`src/rtl/music_player_ctrl.sv`:
```
// Keyboard command decoder: play/pause, direction, track and speed state plus restart/ack/err pulses.
// One register stage from the accepting clk edge to every output; one command per rising strobe.
module music_player_ctrl #(
    parameter int                 KEY_W         = 8,
    parameter int                 NUM_TRACKS    = 4,
    parameter int                 SPEED_W       = 3,
    parameter int                 SPEED_DEFAULT = 3,
    parameter logic [KEY_W-1:0]   KEY_PLAY      = 8'h45,
    parameter logic [KEY_W-1:0]   KEY_PAUSE     = 8'h44,
    parameter logic [KEY_W-1:0]   KEY_FWD       = 8'h46,
    parameter logic [KEY_W-1:0]   KEY_BWD       = 8'h42,
    parameter logic [KEY_W-1:0]   KEY_RESTART   = 8'h52,
    parameter logic [KEY_W-1:0]   KEY_NEXT      = 8'h4E,
    parameter logic [KEY_W-1:0]   KEY_PREV      = 8'h50,
    parameter logic [KEY_W-1:0]   KEY_FASTER    = 8'h55,
    parameter logic [KEY_W-1:0]   KEY_SLOWER    = 8'h4C,
    localparam int                TRACK_W       = (NUM_TRACKS > 1) ? $clog2(NUM_TRACKS) : 1
) (
    input  logic                  clk,
    input  logic                  reset,
    input  logic [KEY_W-1:0]      keyboard_input,
    input  logic                  kybrd_data_ready,
    output logic                  forward,
    output logic                  pause,
    output logic                  restart,
    output logic [TRACK_W-1:0]    track_sel,
    output logic [SPEED_W-1:0]    speed,
    output logic                  cmd_ack,
    output logic                  cmd_err
);

    typedef enum logic {
        ST_PAUSED  = 1'b0,
        ST_PLAYING = 1'b1
    } state_t;

    localparam logic [SPEED_W-1:0] SPEED_RST = SPEED_W'(SPEED_DEFAULT);
    localparam logic [SPEED_W-1:0] SPEED_MAX = {SPEED_W{1'b1}};
    localparam logic [SPEED_W-1:0] SPEED_ONE = SPEED_W'(1);
    localparam logic [TRACK_W-1:0] TRACK_ONE = TRACK_W'(1);

    state_t               r_state;
    logic                 r_forward;
    logic                 r_restart;
    logic [TRACK_W-1:0]   r_track_sel;
    logic [SPEED_W-1:0]   r_speed;
    logic                 r_cmd_ack;
    logic                 r_cmd_err;
    logic                 r_dr_q;

    logic                 w_accept;
    logic                 w_speed_at_max;
    logic                 w_speed_at_min;

    // r_dr_q resets high so a strobe held across reset release is not a new command.
    assign w_accept       = kybrd_data_ready & ~r_dr_q;
    assign w_speed_at_max = (r_speed == SPEED_MAX);
    assign w_speed_at_min = (r_speed == '0);

    always_ff @(posedge clk) begin
        if (reset) begin
            r_state     <= ST_PAUSED;
            r_forward   <= 1'b1;
            r_restart   <= 1'b0;
            r_track_sel <= '0;
            r_speed     <= SPEED_RST;
            r_cmd_ack   <= 1'b0;
            r_cmd_err   <= 1'b0;
            r_dr_q      <= 1'b1;
        end else begin
            r_dr_q    <= kybrd_data_ready;
            r_restart <= 1'b0;
            r_cmd_ack <= 1'b0;
            r_cmd_err <= 1'b0;
            if (w_accept) begin
                r_cmd_ack <= 1'b1;
                // Priority chain: first matching key parameter wins.
                if (keyboard_input == KEY_PLAY) begin
                    r_state <= ST_PLAYING;
                end else if (keyboard_input == KEY_PAUSE) begin
                    r_state <= ST_PAUSED;
                end else if (keyboard_input == KEY_FWD) begin
                    r_forward <= 1'b1;
                end else if (keyboard_input == KEY_BWD) begin
                    r_forward <= 1'b0;
                end else if (keyboard_input == KEY_RESTART) begin
                    r_restart <= 1'b1;
                end else if (keyboard_input == KEY_NEXT) begin
                    r_track_sel <= r_track_sel + TRACK_ONE;
                    r_restart   <= 1'b1;
                end else if (keyboard_input == KEY_PREV) begin
                    r_track_sel <= r_track_sel - TRACK_ONE;
                    r_restart   <= 1'b1;
                end else if (keyboard_input == KEY_FASTER) begin
                    if (!w_speed_at_max) begin
                        r_speed <= r_speed + SPEED_ONE;
                    end
                end else if (keyboard_input == KEY_SLOWER) begin
                    if (!w_speed_at_min) begin
                        r_speed <= r_speed - SPEED_ONE;
                    end
                end else begin
                    r_cmd_ack <= 1'b0;
                    r_cmd_err <= 1'b1;
                end
            end
        end
    end

    assign pause     = (r_state == ST_PAUSED);
    assign forward   = r_forward;
    assign restart   = r_restart;
    assign track_sel = r_track_sel;
    assign speed     = r_speed;
    assign cmd_ack   = r_cmd_ack;
    assign cmd_err   = r_cmd_err;

endmodule

```
`config.mk`:
```
export PLATFORM = sky130hd
export DESIGN_NAME = music_player_ctrl
export DESIGN_NICKNAME = d
export VERILOG_FILES = /design/src/rtl/music_player_ctrl.sv
export SDC_FILE = /design/constraint.sdc
export NUM_CORES = 1
export LEC_CHECK = 0
export ABC_CLOCK_PERIOD_IN_PS = 5240
export CAP_MARGIN = 20
export CELL_PAD_IN_SITES_DETAIL_PLACEMENT = 1
export CELL_PAD_IN_SITES_GLOBAL_PLACEMENT = 1
export CORE_ASPECT_RATIO = 1.4
export CORE_UTILIZATION = 33
export CTS_CLUSTER_SIZE = 10
export DETAILED_ROUTE_END_ITERATION = 16
export PLACE_DENSITY = 0.88
export SLEW_MARGIN = 20
export SYNTH_ARGS = -nofsm -noshare
export SYNTH_HDL_FRONTEND = slang
export SYNTH_SLANG_ARGS = --single-unit
```
`constraint.sdc`:
```
create_clock -name clk -period 5.24 [get_ports clk]
set_clock_uncertainty 0.15 [all_clocks]
set_input_delay 1.048 -clock clk [delete_from_list [all_inputs] [get_ports clk]]
set_output_delay 1.048 -clock clk [all_outputs]
set_load 0.01 [all_outputs]
```
Yosys cells after proc, flatten, opt, wreduce, memory -nomap -nowiden
Cells that the tools add are included.

Register bits after elaboration: 11. Word-level logic and storage cells: 70.

$add $sub $neg: 4. Equality and inequality tests: 12. Mux-type cells: 23. Bitwise gates (word level): 11. Reductions and logical operators: 12.

Operator list (number): equality test 8 x 7 -> 1 bit (second input constant) (9); 2-to-1 mux 1 bit (17); 2-to-1 mux 3 bit (4); AND reduction 11 bit (1); NOT 1 bit (10); OR reduction 10 bit (1); nonzero test 2 bit (4); AND reduction 7 bit (1); OR reduction 6 bit (1); 2-to-1 mux 2 bit (2); AND reduction 4 bit (1); adder 3 x 1 -> 3 bit (second input constant) (1); equality test 3 bit (second input constant) (1); logical NOT 3 bit (1); subtractor 3 x 1 -> 3 bit (second input constant) (1); adder 2 x 1 -> 2 bit (second input constant) (1); inequality test 2 x 1 -> 1 bit (second input constant) (1); inequality test 2 bit (second input constant) (1); AND reduction 2 bit (1); OR reduction 2 bit (1); subtractor 2 x 1 -> 2 bit (second input constant) (1); AND 1 bit (1).

Depth between registers and ports, before layout
Gate-level depths: netlist (run 1).

Depth after elaboration: 10. Gate-level depth with buffers: 7. Mapped depth without buffers: 6.

Worst setup path after synthesis (run 1)
No wires, ideal clock.

Path kind: input -> register. Start point: input keyboard_input[0]. End point: register r_speed[2], in the netlist speed[2]. Library setup time: 0.070 ns. Arrival time: 2.615 ns. Required time: 5.020 ns. Slack: 2.405 ns. Stages: 7. Buffers on the path: 1. Cells stage by stage: clkbuf_1 > nor4bb_1 > nand3_1 > fa_1 > xnor2_1 > or3_1 > a21oi_1.

Cells in the longest elaborated chain, start to end: 3.

Ends and longest elaborated chain: start: declaration (RTL line 21) `input logic [KEY_W-1:0] keyboard_input,`; equality test 8 x 7 -> 1 bit, or another cell as far along (RTL line 94) `end else if (keyboard_input == KEY_FASTER) begin`; inequality test 2 x 1 -> 1 bit (no line), or another cell as far along; AND reduction 11 bit (no line); end signal: assignment (RTL line 96) `r_speed <= r_speed + SPEED_ONE;`; end signal: assignment (RTL line 100) `r_speed <= r_speed - SPEED_ONE;`; end: declaration (RTL line 46) `logic [SPEED_W-1:0] r_speed;`.

Several ways; a longest one is shown, not always the timed one. A chain may end at the register's enable or synchronous reset.

Worst setup path in the final report (run 1)
Same ends and word-level chain as after synthesis.

==> metrics.txt, run 1 <==
peak supply drop 0.211 mV; Syn. warnings 0; Fin Setup TNS 0 ns; Int Pwr 0.126 mW; Rel. slew slack 67.0%; pwr/cell area 194 nW/um^2; Yosys cell types 35; share of cells above drive strength 1 10.8%; CTS root buffer clkbuf_4; Crit Path Max Fanout 10; Crit Path Class in -> reg; total setup buffers inserted after CTS 0; Max Root-Sink Buffers 2; worst-margin pin slew 0.495 ns; post-route ant nets 0; status finished clean; pre-CTS WS 1.84 ns; Synth Cell Area 617 sq um; port bufs 20; Antenna Cells 0; Sink Count 11; final count of negative-setup-slack endpoints 0; # rows 18; P_sw 0.0412 mW; Post-Synthesis Cells 71; total gr overflow 0; Gate power share 14.2%; Post-Synth Adder-Cell Area 3.25%; DIE HEIGHT 53.2 um; Critical Path Source Type primary input; power share of the sequential group 50.6%; Sw Share 24.7%; drt total wl 1560 um; initial antenna violation count 0; asr flop ratio synth 0%; TritonCTS Buffers 3; fillers 225; via count 621; Post-synth EDFFs 0; Tmin final 3.12 ns; Final Util 49.0%; H-tree depth 1; share of the synthesized area in the top cell type 35.7%; area leader, netlist dfxtp_1; Final Cycle Share 59.6%; routed len/inst 13.8 um; DR vias/cell 5.50; IO Count 21; Clock power frac 35.2%; global-route wire length before repair 2590 um; cts hold-fix bufs 0; Final Net Count 106; Hold Vio Cnt, Final 0; width of the die 38.5 um; Max Clock Freq 320 MHz; top-count cell post-synth dfxtp_1; worst hold path type reg -> reg; finished layout cell area 861 sq um; Area growth, synth to finish 39.6%; Seq. cell area 220 sq um; post-synthesis simple-gate area fraction 36.1%; CTS clk-pin slew, worst paths 0.08 ns; number of global-route vias before repair 579; Initial Util 35.1%; Residual DRC 0; Starting DRT DRC Count 8; worst endpoint required time 5.28 ns; First-pass DRT Iterations 4; Final Max Slew Viols 0; WP data arrival 3.16 ns; ranking of synthesized cells by area dfxtp_1 36%, nor2_1 6.1%, xnor2_1 4.3%; complex-gate fraction of the synthesized area 13.8%; Max-cap violations 0; dominant combinational cell family by area after synthesis simple AND/OR/NAND/NOR gates; CTS resizes 0; multiplexer share of the synthesized area 5.07%; CORE AREA 1760 sq um; crit end category flop; pin count of the biggest net entering global routing 11; GRT Total Usage 17.5%; worst skew pair latency 0.27 ns; Synth Register Bits 11; hpwl dp 1240 um; Leak 0.271 nW; sequential cell area fraction in the yosys report 35.7%; Syn Area/Cell 8.69 sq um; RD Place Congestion 0.744; CTS tree done; multi-input logic area 385 sq um; RSZ-0062 raised after global routing false; final worst slack 2.12 ns; Syn Nets 83; commonest cells in the netlist 11 x dfxtp_1, 10 x nor2_1, 5 x a21oi_1; Die ar. 2050 sq um; cell area after placement 835 sq um; main flop type after synthesis dfxtp_1; xor/xnor share of the synthesized area 4.26%
layout make-up:
| type | instances | share of cell area (%) |
|---|---|---|
| flip-flops and latches | 11 | 25.6 |
| well taps | 20 | 2.91 |
| multi-input cells | 57 | 44.8 |
| clock buffers | 4 | 3.05 |
| inverters | 1 | 0.436 |
| repair buffers | 20 | 23.3 |
critical path: stages:
cell and delay, ns:
clkdlybuf4s50_1 0.67, nor4bb_1 0.26, nand3_1 0.18, fa_1 0.42, xnor2_1 0.14, or3_1 0.30
a21oi_1 0.14
final timing paths:
kind	from	to	slack, ns	depth (start not counted)
worst min-delay path	track_sel[1]	track_sel[1]	0.34	2
worst max-delay path	keyboard_input[0]	speed[2]	2.12	7
worst min register to register	track_sel[1]	track_sel[1]	0.34	2
worst max register to register	speed[0]	speed[2]	3.51	5
cells in the final DEF (no fill, tap or decap), drive strengths merged, types with 2 or more instances in the layout:
| cell type | synthesis | routed |
|---|---|---|
| clkdlybuf4s50 | 0 | 20 |
| mux2i | 2 | 2 |
| nand2 | 2 | 2 |
| clkbuf | 2 | 4 |
| nand3b | 2 | 2 |
| nand2b | 3 | 3 |
| nand4 | 3 | 3 |
| xnor2 | 3 | 3 |
| or3 | 2 | 2 |
| dfxtp | 11 | 11 |
| a2111oi | 2 | 2 |
| nand3 | 3 | 3 |
| a21oi | 5 | 5 |
| nor2 | 11 | 11 |
| nor3 | 2 | 2 |
metrics by stage:
step | hold WS [ns] | power, mW | cells
after detailed placement | 0.328 | 0.110 | 109
after global routing | 0.368 | 0.176 | 113
after global placement | 0.316 | 0.110 | 109
final | 0.339 | 0.167 | 113
after CTS | 0.338 | 0.168 | 113
after floorplan | 0.314 | 0.0969 | 71
state kept, by name, indices dropped and copies added (netlist names):
register and count:
speed 3, track_sel 2, cmd_ack 1, cmd_err 1, forward 1, r_dr_q 1, r_state 1, restart 1
routing by layer:
layer  track usage [%]  vias up  wire length, um
li1                  -      306                -
met1              20.3      297              642
met2              31.7       18              827
met3              6.30        0               90
met4                 0        0                0
met5                 0        -                0
cell families (layout without fill, tap and decap cells):
family / Yosys count / in the layout
adders and majority gates: 1 / 1
buffers and inverters: 3 / 25
xor gates and xnor gates: 3 / 3
DFF: 11 / 11
muxes: 3 / 3
AOI/OAI and AO/OA: 12 / 12
and+or+nand+nor: 38 / 38
power groups by stage:
| stage | Sequential (mW) | Clock (mW) | Combinational [mW] |
|---|---|---|---|
| 2_1_floorplan | 0.0864 | 0 | 0.0104 |
| 3_3_place_gp | 0.0863 | 0 | 0.0234 |
| 3_5_place_dp | 0.0864 | 0 | 0.0238 |
| 4_1_cts | 0.0844 | 0.0602 | 0.0239 |
| 5_1_grt | 0.0845 | 0.0658 | 0.0259 |
| 6_report | 0.0844 | 0.0587 | 0.0238 |
Power figures use the tool's default switching activity.
==> inputs of run 2 (changes only) <==
- ABC_CLOCK_PERIOD_IN_PS: 5240 -> 2800
- CORE_UTILIZATION: 33 -> 28
- PLACE_DENSITY: 0.88 -> 0.8
- clock period: 5.24 -> 2.8 ns (I/O delays scaled with it)
==> run 2 against run 1 <==
Effect of this change: cell count up 6.2%; flip-flop and latch count unchanged; die area up 17%; global-route usage down 1.1 points; total power up 92%; hold slack better by 0.010 ns; combinational power up 120%; critical path depth unchanged; non-clock buffer count up 6; via count up 3.4%; sequential power up 87%; clock power up 87%; highest routed layer is now met4.
==> metrics.txt, run 2 (same netlist as run 1, synthesis figures left out) <==
DIE HEIGHT 57.5 um (was 53.2 um); final worst slack 0.302 ns (was 2.12 ns); commonest non-fill, non-tap cell in the layout clkdlybuf4s50_1 (unchanged); IO Count 21 (unchanged); Max Root-Sink Buffers 2 (unchanged); commonest cells after routing, fill and taps aside 20 x clkdlybuf4s50_1, 11 x dfxtp_1, 10 x nor2_1 (unchanged); crit end category flop (unchanged); Hold Path End forward (was track_sel[1]); FF-to-FF End speed[2] (unchanged); CTS root buffer clkbuf_4 (unchanged); WHS Path Cells 2 (unchanged); Gate power share 16.2% (was 14.2%); Crit Path Class in -> reg (unchanged); worst-margin pin slew 0.525 ns (was 0.495 ns); total setup buffers inserted after CTS 0 (unchanged); Sink Count 11 (unchanged); Antenna Cells 0 (unchanged); P_sw 0.0790 mW (was 0.0412 mW); post-route ant nets 0 (unchanged); Crit Path Max Fanout 3 (was 10); reg2reg setup slack 1.00 ns (was 3.51 ns); Max-cap violations 0 (unchanged); Clock power frac 34.4% (was 35.2%); R2R cell count 5 (unchanged); number of global-route vias before repair 686 (was 579); hpwl dp 1370 um (was 1240 um); initial antenna violation count 0 (unchanged); width of the die 41.7 um (was 38.5 um); Sw Share 24.7% (about the same); Leak 0.300 nW (was 0.271 nW); DR vias/cell 5.35 (was 5.50); cell area after placement 881 sq um (was 835 sq um); GRT Total Usage 16.3% (was 17.5%); wire length on met3 76 um (was 90 um); pwr/cell area 352 nW/um^2 (was 194 nW/um^2); max reg flops 3 (unchanged); Final Cycle Share 89.2%; total gr overflow 0 (unchanged); Residual DRC 0 (unchanged); Final Net Count 112 (was 106); Final Max Slew Viols 0 (unchanged); peak supply drop 0.227 mV (was 0.211 mV); CTS clk-pin slew, worst paths 0.07 ns (was 0.08 ns); status finished clean (unchanged); CORE AREA 2020 sq um (was 1760 sq um); First-pass DRT Iterations 4 (unchanged); Die ar. 2400 sq um (was 2050 sq um); WP data arrival 2.54 ns (was 3.16 ns); worst hold path type reg -> reg (unchanged); CTS resizes 0 (unchanged); Seq. cell area 220 sq um (unchanged); Starting DRT DRC Count 5 (was 8); Rel. slew slack 65.0% (was 67.0%); port bufs 20 (unchanged); drt total wl 1720 um (was 1560 um); DR top layer met4 (was met3); pre-CTS WS 0.0217 ns (was 1.84 ns); share of cells above drive strength 1 16.2% (was 10.8%); worst skew pair latency 0.27 ns (about the same); CTS tree done (unchanged); global-route wire length before repair 2950 um (was 2590 um); Initial Util 30.5% (was 35.1%); worst r2r src speed[0] (unchanged); Max Clock Freq 400 MHz; cts hold-fix bufs 0 (unchanged); Critical Path Source Type primary input (unchanged); multi-input logic area 385 sq um (unchanged); Tmin final 2.50 ns; wire length on met2 881 um (was 827 um); routed len/inst 14.4 um (was 13.8 um); worst endpoint required time 2.85 ns (was 5.28 ns); H-tree depth 1 (unchanged); RD Place Congestion 0.720 (was 0.744); Hold Vio Cnt, Final 0 (unchanged); final count of negative-setup-slack endpoints 0 (unchanged); Int Pwr 0.241 mW (was 0.126 mW); pin count of the biggest net entering global routing 11 (unchanged); via count 642 (was 621); # rows 19 (was 18); wl on met1 725 um (was 642 um); Worst Hold Launch forward (was track_sel[1]); power share of the sequential group 49.4% (was 50.6%); Fin Setup TNS 0 ns (unchanged); TritonCTS Buffers 3 (unchanged); Area growth, synth to finish 47.1% (was 39.6%); finished layout cell area 907 sq um (was 861 sq um); RSZ-0062 raised after global routing false (unchanged); fillers 247 (was 225)
[run 2: layout make-up]
type / count / area share [%]
Multi-Input combinational cell: 57 / 42.5
Timing Repair Buffer: 26 / 27.0
Sequential cell: 11 / 24.3
Clock buffer: 4 / 2.90
Tap cell: 21 / 2.90
Inverter: 1 / 0.414
[run 2: per-layer routing]
layer,track usage [%],up-vias
met2,29.0,20
met5,0,-
li1,-,315
met3,3.80,4
met4,9.68,0
met1,17.2,303
[run 2: critical path, stage by stage]
cell and delay, ns:
clkdlybuf4s50_1 0.49, nor4bb_1 0.29, nand3_1 0.18, fa_1 0.41, xnor2_1 0.15, or3_1 0.32
a21oi_1 0.15
[run 2: worst max path at each step]
stage | depth (start not counted) | endpoint | slack [ns] | from
after floorplan | 7 | speed[2] | 0.45 | keyboard_input[0]
final | 7 | speed[2] | 0.30 | keyboard_input[6]
after global routing | 7 | speed[2] | 0.20 | keyboard_input[6]
after detailed placement | 7 | speed[2] | 0.02 | keyboard_input[6]
after CTS | 7 | speed[2] | 0.31 | keyboard_input[6]
after global placement | 7 | speed[2] | 0.13 | keyboard_input[6]
[run 2: power groups by stage]
stage                     Sequential, mW  Clock, mW  Combinational (mW)
after global placement             0.162          0              0.0506
after global routing               0.158      0.122              0.0568
final                              0.158      0.110              0.0518
after detailed placement           0.162          0              0.0521
after CTS                          0.158      0.114              0.0524
after floorplan                    0.162          0              0.0195
[run 2: metrics by stage]
stage / total power [mW] / hold slack [ns] / cells / util (%)
4_1_cts: 0.324 / 0.356 / 120 / 44.9
3_3_place_gp: 0.212 / 0.314 / 116 / 43.6
6_report: 0.320 / 0.350 / 120 / 44.9
5_1_grt: 0.337 / 0.380 / 120 / 44.9
2_1_floorplan: 0.181 / 0.314 / 71 / -
3_5_place_dp: 0.214 / 0.337 / 116 / 43.6
